### src/rtl/fetch_stage_pkg.sv
// Shared fetch/decode definitions: reset PC, NOP word, opcodes, branch encodings,
// the IF/ID register payload and small address helpers.
package fetch_stage_pkg;

    localparam logic [31:0] RESET_PC_DEFAULT = 32'h0000_0000;
    localparam logic [31:0] NOP_WORD         = 32'h0000_0000;
    localparam logic [31:0] PC_INCR          = 32'd4;
    localparam logic [31:0] WORD_MASK        = 32'hFFFF_FFFC;

    localparam logic [5:0]  OP_J             = 6'b000010;
    localparam logic [5:0]  OP_BEQ           = 6'b000100;
    localparam logic [5:0]  OP_BNE           = 6'b000101;

    // Branch kind encodings shared with the decoder.
    typedef enum logic [1:0] {
        BRANCH_NONE = 2'b00,
        BRANCH_EQ   = 2'b01,
        BRANCH_NE   = 2'b10,
        BRANCH_JUMP = 2'b11
    } branch_e;

    typedef enum logic [1:0] {
        PC_SEL_HOLD   = 2'b00,
        PC_SEL_JUMP   = 2'b01,
        PC_SEL_BRANCH = 2'b10,
        PC_SEL_SEQ    = 2'b11
    } pc_sel_e;

    typedef struct packed {
        logic [31:0] instr;
        logic [31:0] pc_plus4;
        logic        valid;
    } if_id_t;

    localparam if_id_t IF_ID_BUBBLE = '{instr: NOP_WORD, pc_plus4: 32'h0000_0000, valid: 1'b0};

    function automatic logic [31:0] jump_target(input logic [3:0] pc_hi, input logic [25:0] index);
        return {pc_hi, index, 2'b00};
    endfunction

    function automatic logic [31:0] word_align(input logic [31:0] addr);
        return addr & WORD_MASK;
    endfunction

endpackage

### src/rtl/fetch_stage_if_id_reg.sv
// IF/ID pipeline register: enable holds, clear inserts a bubble, hold beats clear.
module fetch_stage_if_id_reg
    import fetch_stage_pkg::*;
(
    input  logic        clk,
    input  logic        rst,
    input  logic        en,
    input  logic        clr,
    input  logic [31:0] instr_in,
    input  logic [31:0] pc_plus4_in,
    output logic [31:0] instr_out,
    output logic [31:0] pc_plus4_out,
    output logic        valid_out
);

    if_id_t id_d;
    if_id_t id_q;

    // Next IF/ID contents: hold, bubble, or capture the fetched word.
    always_comb begin
        id_d = id_q;
        if (!en) begin
            id_d = id_q;
        end else if (clr) begin
            id_d = IF_ID_BUBBLE;
        end else begin
            id_d.instr    = instr_in;
            id_d.pc_plus4 = pc_plus4_in;
            id_d.valid    = 1'b1;
        end
    end

    // IF/ID state register with asynchronous reset to a bubble.
    always_ff @(posedge clk or posedge rst) begin
        if (rst) begin
            id_q <= IF_ID_BUBBLE;
        end else begin
            id_q <= id_d;
        end
    end

    assign instr_out    = id_q.instr;
    assign pc_plus4_out = id_q.pc_plus4;
    assign valid_out    = id_q.valid;

endmodule

### src/rtl/fetch_stage.sv
// MIPS instruction-fetch stage: PC register, next-PC selection and the IF/ID register.
module fetch_stage
    import fetch_stage_pkg::*;
#(
    parameter logic [31:0] RESET_PC = RESET_PC_DEFAULT
) (
    input  logic        clk,
    input  logic        reset,
    input  logic        StallF,
    input  logic        StallD,
    input  logic        FlushD,
    input  logic        PCSrcD,
    input  logic [31:0] PCBranchD,
    input  logic        JumpD,
    output logic [31:0] imem_addr,
    input  logic [31:0] imem_rdata,
    output logic [31:0] PCF,
    output logic [31:0] InstrD,
    output logic [31:0] PCPlus4D,
    output logic        ValidD
);

    logic [31:0] pc_q;
    logic [31:0] pc_d;
    logic [31:0] pc_plus4_f;
    logic [31:0] jump_tgt_d;
    logic [31:0] branch_tgt_d;
    pc_sel_e     pc_sel;

    // Next-PC selection; a redirect during StallF is dropped because decode repeats it.
    always_comb begin
        pc_plus4_f   = pc_q + PC_INCR;
        jump_tgt_d   = jump_target(PCPlus4D[31:28], InstrD[25:0]);
        branch_tgt_d = word_align(PCBranchD);
        pc_sel       = PC_SEL_SEQ;
        pc_d         = pc_plus4_f;
        if (StallF) begin
            pc_sel = PC_SEL_HOLD;
        end else if (JumpD) begin
            pc_sel = PC_SEL_JUMP;
        end else if (PCSrcD) begin
            pc_sel = PC_SEL_BRANCH;
        end else begin
            pc_sel = PC_SEL_SEQ;
        end
        case (pc_sel)
            PC_SEL_HOLD:   pc_d = pc_q;
            PC_SEL_JUMP:   pc_d = jump_tgt_d;
            PC_SEL_BRANCH: pc_d = branch_tgt_d;
            PC_SEL_SEQ:    pc_d = pc_plus4_f;
            default:       pc_d = pc_plus4_f;
        endcase
    end

    // PC register with asynchronous reset to the boot address.
    always_ff @(posedge clk or posedge reset) begin
        if (reset) begin
            pc_q <= RESET_PC;
        end else begin
            pc_q <= pc_d;
        end
    end

    assign PCF       = pc_q;
    assign imem_addr = pc_q;

    fetch_stage_if_id_reg u_if_id_reg (
        .clk          (clk),
        .rst          (reset),
        .en           (~StallD),
        .clr          (FlushD),
        .instr_in     (imem_rdata),
        .pc_plus4_in  (pc_plus4_f),
        .instr_out    (InstrD),
        .pc_plus4_out (PCPlus4D),
        .valid_out    (ValidD)
    );

endmodule
### config.mk
export PLATFORM = sky130hd
export DESIGN_NAME = fetch_stage
export DESIGN_NICKNAME = d
export VERILOG_FILES = /design/src/rtl/fetch_stage_pkg.sv /design/src/rtl/fetch_stage_if_id_reg.sv /design/src/rtl/fetch_stage.sv
export SDC_FILE = /design/constraint.sdc
export NUM_CORES = 1
export LEC_CHECK = 0
export ABC_AREA = 0
export CAP_MARGIN = 0
export CORE_MARGIN = 4
export CORE_UTILIZATION = 45
export CTS_CLUSTER_DIAMETER = 200
export DETAILED_ROUTE_END_ITERATION = 12
export PLACE_DENSITY_LB_ADDON = 0.25
export SLEW_MARGIN = 20
export SYNTH_ARGS = -nofsm -noshare
export SYNTH_HDL_FRONTEND = slang
export SYNTH_SLANG_ARGS = --single-unit
### constraint.sdc
create_clock -name clk -period 4.2 [get_ports clk]
set_input_delay 0.84 -clock clk [delete_from_list [all_inputs] [get_ports clk]]
set_output_delay 0.84 -clock clk [all_outputs]
set_load 0.01 [all_outputs]
==> flow_metrics.tcl <==
set metrics [dict create \
    placement.io_buffers 191 \
    sort_of_element_at_the_end_of_the_critical_path "flip-flop" \
    ctsResizeCount 0 \
    skew_ns 0.00827 \
    maximum_root_to_sink_buffer_count 2 \
    design.portCount 200 \
    cp_data_required_time_ns 4.45 \
    synthArstFlopShare_pct 100 \
    tritoncts "built" \
    post_synth_most_frequent_cells "sky130_fd_sc_hd__dfrtp_1, sky130_fd_sc_hd__nand2_1, sky130_fd_sc_hd__o21ai_0" \
    via_count 5301 \
    crit_slowest_cell "sky130_fd_sc_hd__or4_1" \
    synth-warning-count 0 \
    synth.top_cell.area_share_pct 43.2 \
    insertedDiodeCount 0 \
    area_growth_syn_to_layout_pct 36.8 \
    synthFlopType "sky130_fd_sc_hd__dfrtp_1" \
    clock-sinks 93 \
    worstPathCellList "ha_1 > and4_1 > nand4_1 > or4_1 > o2111ai_1" \
    tightest_slew_ns 1.10 \
    hold_buffers 0 \
    number_of_antenna_violations_at_the_first_check_in_global_routing 0 \
    crit_arrival_ns 2.89 \
    max-slew-margin-rel_pct 26.0 \
    run_status "completed" \
    holdCritPathClass "reg -> reg" \
    max-vdd-ir-drop_mv 0.205 \
    first_pass_grt_wire_length_mm 27.8 \
    critical_path_class "reg -> reg" \
    die_w_um 117 \
    fp.coreArea_mm2 0.0116 \
    fin_crit_ns 2.64 \
    seq_area_frac_synth_pct 43.2 \
    htree_num_levels 3 \
    post-cts-setup-buffers 0 \
    grt-ovfl-total 0 \
    pin_count_of_the_biggest_net_entering_global_routing 97 \
    cells_taking_the_most_area_after_synthesis "sky130_fd_sc_hd__dfrtp_1, sky130_fd_sc_hd__nand2_1, sky130_fd_sc_hd__a22o_1" \
    fin_crit_sh_pct 62.9 \
    power.static_leakage_uw 0.00291 \
    final_max_slew_viol_count 0 \
    cellPowerDensity_mw_per_mm2 356 \
    layout_cells_sized_above_1_pct 5.40 \
    drv.max_cap_violation_count 0 \
    grt_setup_unrepaired "no" \
    postRouteWirelength_mm 17.3 \
    first_pass_iters 5 \
    critPathMaxFanout 12 \
    setup_total_negative_slack_ns 0 \
    ant_nets 0 \
    cts.reportedPaths.clkPinSlew_ns 0.07 \
    final_util_pct 63.8 \
    synth.most_common_cell "sky130_fd_sc_hd__dfrtp_1" \
    synth_seq_cells 93 \
    cell_area_synth_mm2 0.00539 \
    fp-row-count 39 \
    cts-buffers-inserted 9 \
    first_global_vias 5213 \
    synthDistinctLibCells 59 \
    drt_first_iter_violations 378 \
    start_util_pct 46.6 \
    grt_use_total_pct 24.6 \
    final_worst_path_setup_slack_ns 1.56 \
    floorplan.die_area_mm2 0.0138 \
    gp_congestion 0.882 \
    finalHoldViolations 0 \
    synth_edf_count 0 \
    pre_cts_slack_ns 1.41 \
    cp_slowest_stage_delay_ns 0.65 \
    vias_per_cell 6.00 \
    clock_network_latency_to_the_later_pin_of_the_worst_skew_pair_ns 0.34 \
    cts.root.buffer_cell "sky130_fd_sc_hd__clkbuf_16" \
    synth.largest_area_cell "sky130_fd_sc_hd__dfrtp_1" \
    detail_route.drc_violations 0 \
    fmaxAchievable_ghz 0.379 \
    detail_route.wl_per_cell_um 19.6 \
    crit_path_start_kind "flip-flop" \
    dp.final_hpwl_mm 12.2 \
    finalNetCount 808 \
    syn-instance-count 611 \
    syn_area_per_cell_um2 8.82 \
    dieHeight_um 117 \
    finalSetupViolations 0 \
]
[worst max-delay path, delay by kind of cell (launching register included)]
family | cells | cell delay, ns
and+or+nand+nor | 3 | 1.57
adders and majority gates | 1 | 0.33
DFF | 1 | 0.57
AOI/OAI and AO/OA | 1 | 0.09
[per-stage QoR]
step | power, uW | instances | area, um^2 | hold WS, ns
after floorplan | 1470 | 616 | 5410 | 0.517
after global placement | 1820 | 868 | 7080 | 0.464
after detailed placement | 1840 | 868 | 7080 | 0.469
after CTS | 2640 | 884 | 7370 | 0.486
after global routing | 2750 | 884 | 7370 | 0.501
final | 2630 | 884 | 7370 | 0.480
[state kept, by name (all words and copies together), names as in the netlist]
name                      count
u_if_id_reg.valid_out         1
u_if_id_reg.pc_plus4_out     30
u_if_id_reg.instr_out        32
PCF                          30
[cell type report]
| cell class | count | area [um^2] |
|---|---|---|
| clock inverters | 4 | 31.3 |
| flip-flops and latches | 93 | 2330 |
| multi-input cells | 419 | 2560 |
| repair buffers | 199 | 1960 |
| inverters | 14 | 55.1 |
| clock buffers | 12 | 267 |
| well taps | 143 | 179 |
| fillers | 1023 | 4190 |
[routing by layer]
layer / wire length (um) / GRT usage [%] / vias to the layer above
li1: - / - / 2467
met1: 7630 / 34.4 / 2558
met2: 7900 / 37.9 / 253
met3: 1430 / 5.62 / 23
met4: 325 / 8.06 / 0
met5: 0 / 0 / -
[cells by family after synthesis]
logic type | synth area share, %
muxes | 0.371
AOI/OAI and AO/OA | 22.1
and+or+nand+nor | 21.7
xor gates and xnor gates | 2.44
DFF | 43.2
other | 0.0696
buffers and inverters | 9.91
adders and majority gates | 0.232
[path summary, 6_finish.rpt]
check	from	endpoint	slack [ns]	depth (start not counted)
max	PCF[2]	PCF[30]	1.56	5
min	u_if_id_reg.pc_plus4_out[2]	u_if_id_reg.pc_plus4_out[2]	0.48	2
max reg2reg	PCF[2]	PCF[30]	1.56	5
min reg2reg	u_if_id_reg.pc_plus4_out[2]	u_if_id_reg.pc_plus4_out[2]	0.48	2
max in group asynchronous	reset	u_if_id_reg.pc_plus4_out[22]	2.57	3
min in group asynchronous	reset	u_if_id_reg.instr_out[9]	0.85	2
[placed cells by master, fill, tap and decap left out, types with 7 or more instances in the layout]
cell,instances
sky130_fd_sc_hd__o21ai_0,42
sky130_fd_sc_hd__o211ai_1,8
sky130_fd_sc_hd__o22ai_1,8
sky130_fd_sc_hd__nor2_1,22
sky130_fd_sc_hd__clkbuf_16,9
sky130_fd_sc_hd__and4_1,7
sky130_fd_sc_hd__nor3_1,20
sky130_fd_sc_hd__nor3b_1,8
sky130_fd_sc_hd__nand3_1,21
sky130_fd_sc_hd__a22o_1,32
sky130_fd_sc_hd__xnor2_1,11
sky130_fd_sc_hd__nand4_1,14
sky130_fd_sc_hd__or4_1,7
sky130_fd_sc_hd__nand3b_1,10
sky130_fd_sc_hd__clkdlybuf4s50_1,188
sky130_fd_sc_hd__inv_1,13
sky130_fd_sc_hd__a21oi_1,34
sky130_fd_sc_hd__nor4_1,8
sky130_fd_sc_hd__dfrtp_1,93
sky130_fd_sc_hd__nand2_1,75
sky130_fd_sc_hd__buf_4,9
[power by group]
| part | switching (uW) | total [uW] | leakage (uW) | internal [uW] |
|---|---|---|---|---|
| combinational | 306 | 690 | 0.00156 | 384 |
| clock | 353 | 804 | 0.000137 | 451 |
| sequential | 146 | 1130 | 0.00121 | 988 |
| total | 805 | 2630 | 0.00291 | 1820 |
Power figures use the tool's default switching activity.
